`src/rtl/scm_pkg.sv`:
```
// scm_pkg: shared types and encodings for the SCM core.
//   state_e   : core sequencing states
//   instr_t   : 64-bit instruction word {op, a, b, d}
//   CLS_*     : instruction class codes (op[13:12])
//   ALU_*     : ALU function codes (op[7:0])
//   CND_*     : conditional-jump compare codes (op[7:0])
//   HALT_OP, DEST_PC, DEST_NONE : special opcode / destination encodings
package scm_pkg;

  typedef enum logic [2:0] {
    S_IDLE,
    S_FETCH,
    S_EXEC,
    S_MEM,
    S_HALT
  } state_e;

  typedef struct packed {
    logic [15:0] op;
    logic [15:0] a;
    logic [15:0] b;
    logic [15:0] d;
  } instr_t;

  localparam logic [1:0] CLS_ALU   = 2'b00;
  localparam logic [1:0] CLS_COND  = 2'b01;
  localparam logic [1:0] CLS_LOAD  = 2'b10;
  localparam logic [1:0] CLS_STORE = 2'b11;

  localparam logic [7:0] ALU_ADD = 8'd0;
  localparam logic [7:0] ALU_SUB = 8'd1;
  localparam logic [7:0] ALU_AND = 8'd2;
  localparam logic [7:0] ALU_OR  = 8'd3;
  localparam logic [7:0] ALU_XOR = 8'd4;
  localparam logic [7:0] ALU_NOT = 8'd5;
  localparam logic [7:0] ALU_SHL = 8'd6;
  localparam logic [7:0] ALU_SHR = 8'd7;

  localparam logic [7:0] CND_EQ     = 8'd0;
  localparam logic [7:0] CND_NE     = 8'd1;
  localparam logic [7:0] CND_LT     = 8'd2;
  localparam logic [7:0] CND_LE     = 8'd3;
  localparam logic [7:0] CND_GT     = 8'd4;
  localparam logic [7:0] CND_GE     = 8'd5;
  localparam logic [7:0] CND_ALWAYS = 8'd6;

  localparam logic [15:0] HALT_OP   = 16'hFFFF;
  localparam logic [7:0]  DEST_PC   = 8'hFE;
  localparam logic [7:0]  DEST_NONE = 8'hFF;

endpackage

```
`src/rtl/scm_exec_unit.sv`:
```
// scm_exec_unit: combinational ALU and unsigned comparator.
//   op_a, op_b : operands
//   func       : function code, interpreted as ALU op and as compare op
//   alu_c      : ALU result (mod 2^DATA_W)
//   cond_c     : compare outcome
module scm_exec_unit
  import scm_pkg::*;
#(
  parameter int unsigned DATA_W = 16
) (
  input  logic [DATA_W-1:0] op_a,
  input  logic [DATA_W-1:0] op_b,
  input  logic [7:0]        func,
  output logic [DATA_W-1:0] alu_c,
  output logic              cond_c
);

  // ALU
  always_comb begin
    alu_c = '0;
    case (func)
      ALU_ADD: alu_c = op_a + op_b;
      ALU_SUB: alu_c = op_a - op_b;
      ALU_AND: alu_c = op_a & op_b;
      ALU_OR:  alu_c = op_a | op_b;
      ALU_XOR: alu_c = op_a ^ op_b;
      ALU_NOT: alu_c = ~op_a;
      ALU_SHL: alu_c = op_a << op_b[5:0];
      ALU_SHR: alu_c = op_a >> op_b[5:0];
      default: alu_c = '0;
    endcase
  end

  // unsigned comparator; unknown codes never take the jump
  always_comb begin
    cond_c = 1'b0;
    case (func)
      CND_EQ:     cond_c = (op_a == op_b);
      CND_NE:     cond_c = (op_a != op_b);
      CND_LT:     cond_c = (op_a <  op_b);
      CND_LE:     cond_c = (op_a <= op_b);
      CND_GT:     cond_c = (op_a >  op_b);
      CND_GE:     cond_c = (op_a >= op_b);
      CND_ALWAYS: cond_c = 1'b1;
      default:    cond_c = 1'b0;
    endcase
  end

endmodule

```
`src/rtl/scm_core.sv`:
```
// scm_core: multi-cycle SCM core with instruction fetch and data-memory ports.
//   clk, rst          : clock, asynchronous active-high reset
//   run               : start/continue, sampled at instruction boundaries
//   if_req/if_addr    : fetch request and PC; if_ack/if_data complete it
//   mem_req/mem_we/mem_addr/mem_wdata : data access; mem_ack/mem_rdata complete it
//   halted            : sticky halt flag
//   retired           : retired instruction count (wraps)
module scm_core
  import scm_pkg::*;
#(
  parameter int unsigned DATA_W    = 16,
  parameter int unsigned REG_COUNT = 8,
  parameter int unsigned PC_W      = 16,
  parameter int unsigned CNT_W     = 32
) (
  input  logic              clk,
  input  logic              rst,
  input  logic              run,
  output logic              if_req,
  output logic [PC_W-1:0]   if_addr,
  input  logic              if_ack,
  input  logic [63:0]       if_data,
  output logic              mem_req,
  output logic              mem_we,
  output logic [DATA_W-1:0] mem_addr,
  output logic [DATA_W-1:0] mem_wdata,
  input  logic              mem_ack,
  input  logic [DATA_W-1:0] mem_rdata,
  output logic              halted,
  output logic [CNT_W-1:0]  retired
);

  state_e              state_q, state_d;
  instr_t              ir;
  logic [DATA_W-1:0]   regs [REG_COUNT];
  logic [DATA_W-1:0]   rd_a, rd_b, op_a, op_b, alu_c, rf_wdata;
  logic                cond_c, ir_load, rf_we, retire, mem_load;
  logic [PC_W-1:0]     pc_d;
  logic [1:0]          cls;

  assign cls = ir.op[13:12];

  // register reads; indices past the file read as zero
  always_comb begin
    rd_a = '0;
    rd_b = '0;
    for (int i = 0; i < REG_COUNT; i++) begin
      if (ir.a[7:0] == 8'(i)) rd_a = regs[i];
      if (ir.b[7:0] == 8'(i)) rd_b = regs[i];
    end
  end

  assign op_a = ir.op[15] ? DATA_W'(ir.a) : rd_a;
  assign op_b = ir.op[14] ? DATA_W'(ir.b) : rd_b;

  scm_exec_unit #(.DATA_W(DATA_W)) u_exec (
    .op_a   (op_a),
    .op_b   (op_b),
    .func   (ir.op[7:0]),
    .alu_c  (alu_c),
    .cond_c (cond_c)
  );

  // next state and commit strobes
  always_comb begin
    state_d  = state_q;
    pc_d     = if_addr;
    ir_load  = 1'b0;
    rf_we    = 1'b0;
    rf_wdata = alu_c;
    retire   = 1'b0;
    mem_load = 1'b0;
    case (state_q)
      S_IDLE: if (run) state_d = S_FETCH;
      S_FETCH: begin
        if (if_ack) begin
          ir_load = 1'b1;
          state_d = S_EXEC;
        end
      end
      S_EXEC: begin
        if (ir.op == HALT_OP) begin
          state_d = S_HALT;
        end else if (cls == CLS_ALU) begin
          retire  = 1'b1;
          state_d = run ? S_FETCH : S_IDLE;
          if (ir.d[7:0] == DEST_PC) begin
            pc_d = PC_W'(alu_c);
          end else begin
            pc_d  = if_addr + PC_W'(1);
            rf_we = (ir.d[7:0] != DEST_NONE);
          end
        end else if (cls == CLS_COND) begin
          retire  = 1'b1;
          state_d = run ? S_FETCH : S_IDLE;
          pc_d    = cond_c ? PC_W'(ir.d) : if_addr + PC_W'(1);
        end else begin
          mem_load = 1'b1;
          state_d  = S_MEM;
        end
      end
      S_MEM: begin
        if (mem_ack) begin
          retire   = 1'b1;
          pc_d     = if_addr + PC_W'(1);
          state_d  = run ? S_FETCH : S_IDLE;
          rf_we    = (cls == CLS_LOAD);
          rf_wdata = mem_rdata;
        end
      end
      S_HALT: state_d = S_HALT;
      default: state_d = S_IDLE;
    endcase
  end

  // state, PC, register file and registered outputs
  always_ff @(posedge clk or posedge rst) begin
    if (rst) begin
      state_q   <= S_IDLE;
      ir        <= '0;
      if_req    <= 1'b0;
      if_addr   <= '0;
      mem_req   <= 1'b0;
      mem_we    <= 1'b0;
      mem_addr  <= '0;
      mem_wdata <= '0;
      halted    <= 1'b0;
      retired   <= '0;
      for (int i = 0; i < REG_COUNT; i++) regs[i] <= '0;
    end else begin
      state_q <= state_d;
      if_addr <= pc_d;
      if_req  <= (state_d == S_FETCH);
      mem_req <= (state_d == S_MEM);
      halted  <= (state_d == S_HALT);
      if (ir_load) ir <= instr_t'(if_data);
      if (retire) retired <= retired + CNT_W'(1);
      if (mem_load) begin
        mem_we    <= (cls == CLS_STORE);
        mem_addr  <= (cls == CLS_LOAD) ? op_a + op_b : op_a;
        mem_wdata <= op_b;
      end
      for (int i = 0; i < REG_COUNT; i++) begin
        if (rf_we && ir.d[7:0] == 8'(i)) regs[i] <= rf_wdata;
      end
    end
  end

endmodule

```
`config.mk`:
```
export PLATFORM = sky130hd
export DESIGN_NAME = scm_core
export DESIGN_NICKNAME = d
export VERILOG_FILES = /design/src/rtl/scm_pkg.sv /design/src/rtl/scm_exec_unit.sv /design/src/rtl/scm_core.sv
export SDC_FILE = /design/constraint.sdc
export NUM_CORES = 1
export LEC_CHECK = 0
export BUFFER_PORTS_ARGS = -buffer_cell sky130_fd_sc_hd__buf_4
export CORE_MARGIN = 2
export CORE_UTILIZATION = 40
export DETAILED_ROUTE_END_ITERATION = 10
export GPL_TIMING_DRIVEN = 1
export PLACE_DENSITY_LB_ADDON = 0.3
export SETUP_SLACK_MARGIN = 0.15
export SYNTH_ARGS = -nofsm -noshare
export SYNTH_HDL_FRONTEND = slang
export SYNTH_SLANG_ARGS = --single-unit
```
`constraint.sdc`:
```
create_clock -name clk -period 19.7 [get_ports clk]
set_input_delay 2.955 -clock clk [delete_from_list [all_inputs] [get_ports clk]]
set_output_delay 2.955 -clock clk [all_outputs]
set_load 0.01 [all_outputs]
```
Word-level counts from Yosys, hierarchy flattened:

Index checks and enable logic that the tools add are counted.

* latch bits: 0
* output and inout bits: 84
* memories kept: 0
* input port bits: 85
* flip-flop bits (word level): 279
* ROM bits: 0
* memory bits (writable): 0
* word-level logic and storage cells: 151

* shifts and indexed selects: 2
* bitwise operators: 4
* $mul: 0
* add/subtract/negate cells: 4
* $lt $le $gt $ge: 4
* equal/unequal tests: 46
* muxes and demuxes: 54
* div/mod/pow operators: 0
* reductions and logical operators: 16

Operators with widths (count)
* $mux 16: 27
* $eq 8x3->1 const B: 16
* $pmux 16 s8: 1
* $eq 8x2->1 const B: 8
* $add 32x1->32 const B: 1
* $eq 8x1->1 const B: 4
* $logic_not 8->1: 4
* $pmux 16 s2: 1
* $add 16x1->16 const B: 1
* $add 16x16->16: 1
* $and 16x16->16: 1
* $eq 16x16->1: 1
* $eq 16x16->1 const B: 1
* $ge 16x16->1: 1
* $gt 16x16->1: 1
* $le 16x16->1: 1
* $lt 16x16->1: 1
* $ne 16x16->1: 1
* $not 16->16: 1
* $or 16x16->16: 1
* $shl 16x6->16: 1
* $shr 16x6->16: 1
* $sub 16x16->16: 1
* $xor 16x16->16: 1
* other kinds (20): 52

Logic depth before layout (Yosys ltp):

Gate-level depths: netlist (run 1).

* word-level depth: 17
* mapped depth: 26
* depth with buffers taken out: 22

Cells and area by module:

From an unflattened synthesis (run 1), not the netlist that was laid out.

* cells, all modules: 2170
* area, all modules: 19018.2 um^2

Modules (own cells, without submodules)
* scm_core: area each 14517.7 um^2, instances 1, cells each 1509, sequential area each 6981.7 um^2
* scm_exec_unit: area each 4500.6 um^2, instances 1, cells each 661, sequential area each 0.0 um^2

Worst setup path before layout (run 1):

OpenSTA, ideal clock, no wires.

* kind: reg2reg
* start: reg ir[23] (netlist name)
* end: reg if_addr[9]
* data required time: 19.566 ns
* arrival time: 5.387 ns
* setup time: 0.134 ns
* buffers on the path: 3
* slack: 14.179 ns
* stages on the path, launching flop included: 23
* clock period less this slack: 5.521 ns
* cells stage by stage: dfrtp_1 or4_1 buf_2 or2_2 nor4_1 a22oi_1 nand2_1 o22ai_1 a221o_1 o21ai_0 inv_1 ha_1 clkbuf_1 nand4b_1 or3_1 and3_1 o21ai_0 nand2_1 clkbuf_1 a21oi_1 nor2b_1 a311oi_1 o22ai_1

* longest elaborated chain between the ends: 17
* elaborated cells between the ends (all ways): 38
* classes of those cells: 2 x add/sub; 4 x order compare; 9 x eq/ne; 2 x shift; 17 x mux; 3 x bitwise; 1 x reduce/logical

Ends and longest elaborated chain
* from (decl): line scm_core.sv:34 `instr_t ir;`
* from (signal assigned): line scm_core.sv:136 `if (ir_load) ir <= instr_t'(if_data);`
* $logic_not 8->1: line scm_core.sv:49 `if (ir.b[7:0] == 8'(i)) rd_b = regs[i];`
* $mux 16 (7 in series): line scm_core.sv:49
* $mux 16 *: line scm_core.sv:49
* $mux 16 *: line scm_core.sv:54 `assign op_b = ir.op[14] ? DATA_W'(ir.b) : rd_b;`
* named net op_b[11]: line scm_core.sv:36 `logic [DATA_W-1:0] rd_a, rd_b, op_a, op_b, alu_c, rf_wdata;`
* $ge 16x16->1, or another cell as far along: line scm_exec_unit.sv:43 `CND_GE: cond_c = (op_a >= op_b);`
* $pmux 1 s7 *: line scm_exec_unit.sv:37 `case (func)`
* $mux 16 *: line scm_core.sv:96 `pc_d = cond_c ? PC_W'(ir.d) : if_addr + PC_W'(1);`
* $mux 16 *: line scm_core.sv:93 `end else if (cls == CLS_COND) begin`
* $mux 16 *: line scm_core.sv:84 `end else if (cls == CLS_ALU) begin`
* $mux 16 *: line scm_core.sv:82 `if (ir.op == HALT_OP) begin`
* $pmux 16 s2 *: line scm_core.sv:73 `case (state_q)`
* to (signal assigned): line scm_core.sv:132 `if_addr <= pc_d;`
* to (decl): line scm_core.sv:20 `output logic [PC_W-1:0] if_addr,`

Mark *: on every way through the listed nets, which the timed path passes. The rest lies on a longest branch. The select of a mux whose other input is x is not followed.
A chain may end at the register's enable or synchronous reset.

Final worst setup path (run 1):

* start: reg ir[23] (netlist name)
* end: reg regs[124] (netlist name)

* longest elaborated chain between the ends: 14
* elaborated cells between the ends (all ways): 27
* classes of those cells: 2 x add/sub; 7 x eq/ne; 2 x shift; 12 x mux; 3 x bitwise; 1 x reduce/logical

Ends and longest elaborated chain
* $logic_not 8->1: line scm_core.sv:49
* $mux 16 (8 in series): line scm_core.sv:49
* $mux 16 *: line scm_core.sv:54
* $sub 16x16->16, or another cell as far along: line scm_exec_unit.sv:23 `ALU_SUB: alu_c = op_a - op_b;`
* $pmux 16 s8 *: line scm_exec_unit.sv:21 `case (func)`
* $mux 16: line scm_core.sv:103 `if (mem_ack) begin`
* $mux 16 *: line scm_core.sv:73
* to (signal, indexed assignment): line scm_core.sv:144 `if (rf_we && ir.d[7:0] == 8'(i)) regs[i] <= rf_wdata;`
* to (decl): line scm_core.sv:35 `logic [DATA_W-1:0] regs [REG_COUNT];`

Mark *: on every way between the ends. The rest lies on a longest branch, timed or not.

==> out/metrics.csv, run 1 <==
stage;metric;value;unit
floorplan;die_y;220;um
clocking;htree_levels;1;
synthesis;synth_edf_count;0;
setup_path;path_delay_family;compound AO/OA/AOI/OAI gates;
setup_path;crit_chain;or4_1 -> or2_2 -> nor4_1 -> a22oi_1 -> nand2_1 -> o22ai_1 -> a221o_1 -> o21ai_0 -> inv_1 -> ha_1 -> nand2b_1 -> a21oi_1 -> o21ba_2 -> a221o_1 -> a221o_1 -> o21ai_0 -> xor2_1 -> a221oi_1 -> a21bo_2 -> mux2i_2 -> o21ai_0;
synthesis;syn_inst;2145;
sta;finalHoldViolCount;0;
synthesis;syn_area;0.0187;mm2
floorplan;die_area;0.0484;mm2
global_routing;track_usage;0.283;
detailed_routing;drt-total-wl;69500;um
synthesis;synth_fp_nets;2290;
synthesis;synth_top_area_share;0.374;
cells_and_area;final_nets;2388;
setup_path;cp.required;20.14;ns
worst_hold_path;hp-class;reg -> reg;
detailed_routing;met3_wirelength;5660;um
sta;slew_headroom;0.0627;
sta;setup_viol;0;
synthesis;synth.avg_cell_area;8.70;um2
global_routing;grt_max_degree;93;
detailed_routing;drtPass1Iterations;8;
detailed_routing;highest_layer;met4;
cells_and_area;mostFrequentLayoutCells;nand2_1 (322), dfrtp_1 (277), buf_4 (214);
floorplan;die_x;220;um
power;power_density;155;mW/mm2
cells_and_area;fin_cells;2873;
sta;finalCritPeriodShare;0.381;
setup_path;slowest_delay;0.83;ns
power;power;3.32;mW
sta;rsz0062_at_grt;false;
setup_path;crit_buf_inv;1;
sta;fmax;133;MHz
detailed_routing;met2_length;31900;um
synthesis;ys_ff_latch;279;
detailed_routing;drt-wirelength-per-cell;24.2;um
setup_path;path_max_fanout;8;
cells_and_area;syn_to_final_growth;14.8;%
synthesis;yosysWarnings;0;
clocking;post_cts_buffers;0;
power;ir_worst_vdd;0.105;mV
setup_path;worstSetupStartpointType;register;
cells_and_area;final_common_cell;nand2_1;
floorplan;num_io_pins;169;
sta;setup_tns;0;ns
clocking;ctsHoldBuffers;0;
clocking;cts_sinks;279;
floorplan;initial_utilization;0.404;
clocking;cts_tree;yes;
synthesis;synth_area_leader_cell;dfrtp_1;
setup_path;crit_type;reg -> reg;
clocking;cts-root-buf;clkbuf_16;
job;cap_viol_max_count;0;
synthesis;ys_top_cells_by_area;dfrtp_1 (37%), nand2_1 (6.5%), o21ai_0 (5.7%);
global_routing;first_global_vias;17100;
synthesis;synth_ff_type;dfrtp_1;
setup_path;crit_slowest_cell;nor4_1;
power;p_leak;9.07;nW
placed_design;placed_cells;2817;
sta;worst_slack;12.19;ns
synthesis;async_reset_ff_frac;1.00;
run_status;status;completed;
detailed_routing;drcViolationCount;0;
clocking;clkTransAtPathRegs;0.06;ns
synthesis;synth.distinct_cells;96;
detailed_routing;final_antenna_net_count;0;
sta;worst_pin_slew;1.39;ns
cells_and_area;n_fill_cell;4507;
clocking;clockBufferDepth;3;
cells_and_area;post-route-util;0.463;
floorplan;rows;79;
clocking;cts_buffers;31;
setup_path;cp.arrival;7.95;ns
placed_design;gp_congestion;1.02;
detailed_routing;wl_met1;28300;um
sta;finClkSkew;0.0207;ns
clocking;cts_resized;0;
sta;finalMaxSlewViolations;0;
global_routing;grt_overflow;0;
detailed_routing;viasPerCell;6.22;
global_routing;grt_antenna_before_repair;0;
floorplan;core_area;0.0463;mm2
cells_and_area;antennaDiodeCount;0;
setup_path;cp-end-kind;register;
clocking;insertion_delay;0.61;ns
global_routing;grt_pass1_wl;105000;um
cells_and_area;drive_gt1_frac;0.176;
synthesis;ys_seq_area_frac;0.374;
detailed_routing;via_count;17900;
detailed_routing;drtIter0Drc;1832;
placed_design;io_buffers;168;
placed_design;pre_cts_slack;12.45;ns
placed_design;dp_hpwl;50400;um
sta;period_needed;7.51;ns
registers in the layout, indices dropped and copies added, names as in the netlist, 2 cells and up:
signal / flops
retired: 32
state_q: 3
mem_wdata: 16
cls: 2
mem_addr: 16
if_addr: 16
ir: 62
regs: 128
layer usage:
layer	vias to the layer above	GRT usage
met5	-	0
met3	200	0.0442
met4	0	0.130
met1	8728	0.375
met2	931	0.454
li1	8025	-
cells in the mapped netlist, drive strengths merged (40+ instances only):
cell,instances
a21oi,100
ha,58
o31ai,43
nand3,43
dfrtp,279
nand2,325
xnor2,44
inv,65
mux2i,61
clkbuf,108
mux2,78
nor3,40
nor2,142
o21ai,230
buf,41
stage by stage:
stage | hold slack, ns | instance area (um2)
after CTS | 0.480 | 21400
after detailed placement | 0.468 | 20400
after global placement | 0.462 | 20400
after floorplan | 0.450 | 18700
after global routing | 0.503 | 21400
final | 0.472 | 21400
power breakdown:
| group | leakage (nW) | switching (mW) | total, mW | internal, mW |
|---|---|---|---|---|
| Sequential | 3.68 | 0.153 | 0.852 | 0.699 |
| Clock | 0.493 | 0.248 | 0.583 | 0.334 |
| Combinational | 4.90 | 1.21 | 1.89 | 0.677 |
| Total | 9.07 | 1.61 | 3.32 | 1.71 |
cell type report:
class                      count  area [um2]  area share
multi-input combinational   1648       10800       0.504
sequential                   279        6980       0.326
timing repair buffer         214        1610      0.0750
clock buffer                  44         875      0.0408
tap                          607         759      0.0354
inverter                      69         270      0.0126
clock inverter                12         130     0.00607
cells by family after synthesis:
kind of cell             share of synthesized area
AND/OR/NAND/NOR                              0.174
AO/OA/AOI/OAI                                0.238
flip-flops                                   0.374
buffers and inverters                       0.0475
multiplexers                                0.0951
XOR/XNOR                                    0.0300
adder cells (fa/ha/maj)                     0.0410
worst paths after layout:
| kind | start | end | slack [ns] | cells past startpoint |
|---|---|---|---|---|
| worst max register to register | ir[23]$_DFFE_PP0P_ | regs[124]$_DFFE_PP0P_ | 12.19 | 21 |
| worst max-delay path | ir[23]$_DFFE_PP0P_ | regs[124]$_DFFE_PP0P_ | 12.19 | 21 |
| min in group asynchronous | rst | mem_wdata[8]$_DFFE_PP0P_ | 2.45 | 2 |
| worst min-delay path | retired[31]$_DFFE_PP0P_ | retired[31]$_DFFE_PP0P_ | 0.47 | 1 |
| worst min register to register | retired[31]$_DFFE_PP0P_ | retired[31]$_DFFE_PP0P_ | 0.47 | 1 |
| max in group asynchronous | rst | ir[47]$_DFFE_PP0P_ | 15.31 | 4 |
(Power assumes the default switching activity.)
==> inputs of run 2 (changes only) <==
- clock period: 19.7 -> 7.2 ns (I/O delays scaled with it)
==> run 2 against run 1 <==
  * Die area is the same
  * Final cell count grew 1.8%
  * Largest power group unchanged
  * Sequential cell count is the same
==> out/metrics.csv, run 2 (synthesis results as in run 1) <==
stage;metric;value;unit
setup_path;cp-end-kind;register;
power;power_density;432;mW/mm2
detailed_routing;drcViolationCount;0;
floorplan;initial_utilization;0.404;
global_routing;grt_pass1_wl;108000;um
global_routing;track_usage;0.293;
clocking;cts_sinks;279;
floorplan;die_y;220;um
detailed_routing;final_antenna_net_count;0;
cells_and_area;reg.largest.list;regs x128, ir x62, retired x32;
placed_design;gp_congestion;1.01;
worst_hold_path;hp-class;in -> async;
setup_path;r2r_start;ir[23]$_DFFE_PP0P_;
power;ir_worst_vdd;0.227;mV
setup_path;cp.arrival;7.05;ns
cells_and_area;final_common_cell;nand2_1;
clocking;ctsHoldBuffers;0;
cells_and_area;final_nets;2438;
sta;setup_tns;0;ns
setup_path;crit_chain;or4_1 -> or2_2 -> nor2_1 -> buf_4 -> and3_1 -> nand2_1 -> nand2_1 -> o22ai_1 -> a221o_1 -> o21ai_0 -> inv_1 -> ha_1 -> nand2b_1 -> a21oi_1 -> o21ba_2 -> a221o_1 -> a221o_1 -> o21ai_0 -> xor2_1 -> a221oi_1 -> a21bo_2 -> mux2i_2 -> o21ai_0;
sta;finalCritPeriodShare;0.913;
global_routing;busiest_layer;met2;
clocking;post_cts_buffers;0;
sta;period_needed;6.57;ns
clocking;clkTransAtPathRegs;0.06;ns
setup_path;worstSetupStartpointType;register;
sta;slew_headroom;0.351;
power;p_leak;9.36;nW
floorplan;rows;79;
cells_and_area;drive_gt1_frac;0.195;
sta;holdWs;0.403;ns
sta;setup_viol;0;
detailed_routing;drt-total-wl;71400;um
detailed_routing;drt-wirelength-per-cell;24.4;um
setup_path;r2r_slack;0.63;ns
cells_and_area;post-route-util;0.474;
global_routing;use_met2;0.475;
global_routing;first_global_vias;17700;
setup_path;cp.required;7.68;ns
clocking;clockBufferDepth;3;
clocking;cts_buffers;31;
placed_design;dp_hpwl;52200;um
setup_path;rr_endpoint;regs[108]$_DFFE_PP0P_;
power;power;9.48;mW
floorplan;die_area;0.0484;mm2
clocking;cts_resized;0;
setup_path;crit_slowest_cell;or4_1;
placed_design;placed_area;0.0208;mm2
setup_path;r2r.worst_path.cells;23;
cells_and_area;largest_register_ffs;128;
cells_and_area;final_cell_area;0.0219;mm2
setup_path;slowest_delay;0.71;ns
run_status;status;completed;
global_routing;use_met3;0.0650;
cells_and_area;mostFrequentLayoutCells;nand2_1 (322), dfrtp_1 (277), buf_4 (263);
global_routing;global_route.usage.met1;0.376;
setup_path;crit_type;reg -> reg;
detailed_routing;drtIter0Drc;2318;
placed_design;io_buffers;168;
clocking;htree_levels;1;
sta;finalHoldViolCount;0;
sta;worst_pin_slew;0.973;ns
sta;rsz0062_at_grt;false;
setup_path;path_max_fanout;8;
sta;finalMaxSlewViolations;0;
detailed_routing;via_count;18200;
global_routing;grt_max_degree;167;
clocking;cts_tree;yes;
global_routing;grt_overflow;0;
floorplan;num_io_pins;169;
detailed_routing;viasPerCell;6.21;
sta;finClkSkew;0.0179;ns
job;cap_viol_max_count;0;
cells_and_area;syn_to_final_growth;17.5;%
clocking;cts-root-buf;clkbuf_16;
floorplan;die_x;220;um
floorplan;core_area;0.0463;mm2
detailed_routing;drtPass1Iterations;9;
global_routing;grt_antenna_before_repair;1;
clocking;insertion_delay;0.61;ns
sta;fmax;152;MHz
cells_and_area;largest_register;regs;
cells_and_area;antennaDiodeCount;0;
[run 2: how the worst max path moves through the flow]
stage | start | end | slack [ns] | cells past startpoint
after floorplan | ir[23]$_DFFE_PP0P_ | if_addr[9]$_DFFE_PP0P_ | 1.68 | 22
after global placement | ir[23]$_DFFE_PP0P_ | regs[44]$_DFFE_PP0P_ | 0.97 | 23
after detailed placement | ir[23]$_DFFE_PP0P_ | regs[108]$_DFFE_PP0P_ | 0.80 | 23
after CTS | ir[23]$_DFFE_PP0P_ | regs[108]$_DFFE_PP0P_ | 0.79 | 23
after global routing | ir[23]$_DFFE_PP0P_ | regs[44]$_DFFE_PP0P_ | 0.28 | 23
final | ir[23]$_DFFE_PP0P_ | regs[108]$_DFFE_PP0P_ | 0.63 | 23
[run 2: metal layers]
metal,up-vias,share of wire
met5,-,0.00018
met3,199,0.088
met1,8877,0.40
li1,8145,-
met2,951,0.46
met4,2,0.048
[run 2: final cells by class]
cell class              instances  area (um2)
fillers                      4484       24300
multi-input cells            1648       10800
flip-flops and latches        279        6980
repair buffers                264        1990
clock buffers                  46         912
well taps                     607         759
inverters                      69         267
clock inverters                12         200
[run 2: worst max-delay path: cells and delay by family (launching register included)]
family	cells	cell delay [ns]
AOI/OAI and AO/OA	11	3.07
and+or+nand+nor	7	1.74
adders and majority gates	1	0.41
DFF	1	0.39
muxes	1	0.35
buffers and inverters	2	0.34
xor gates and xnor gates	1	0.11
[run 2: stage by stage]
step,instances,worst slack (ns)
2_1_floorplan,2145,1.68
3_3_place_gp,2867,0.966
3_5_place_dp,2867,0.798
4_1_cts,2925,0.791
5_1_grt,2925,0.283
6_report,2925,0.630
[run 2: where the power goes]
part           internal, mW  switching [mW]  leakage (nW)
Sequential             1.91           0.556          3.68
Clock                  1.05           0.683         0.552
Combinational          1.99            3.29          5.14
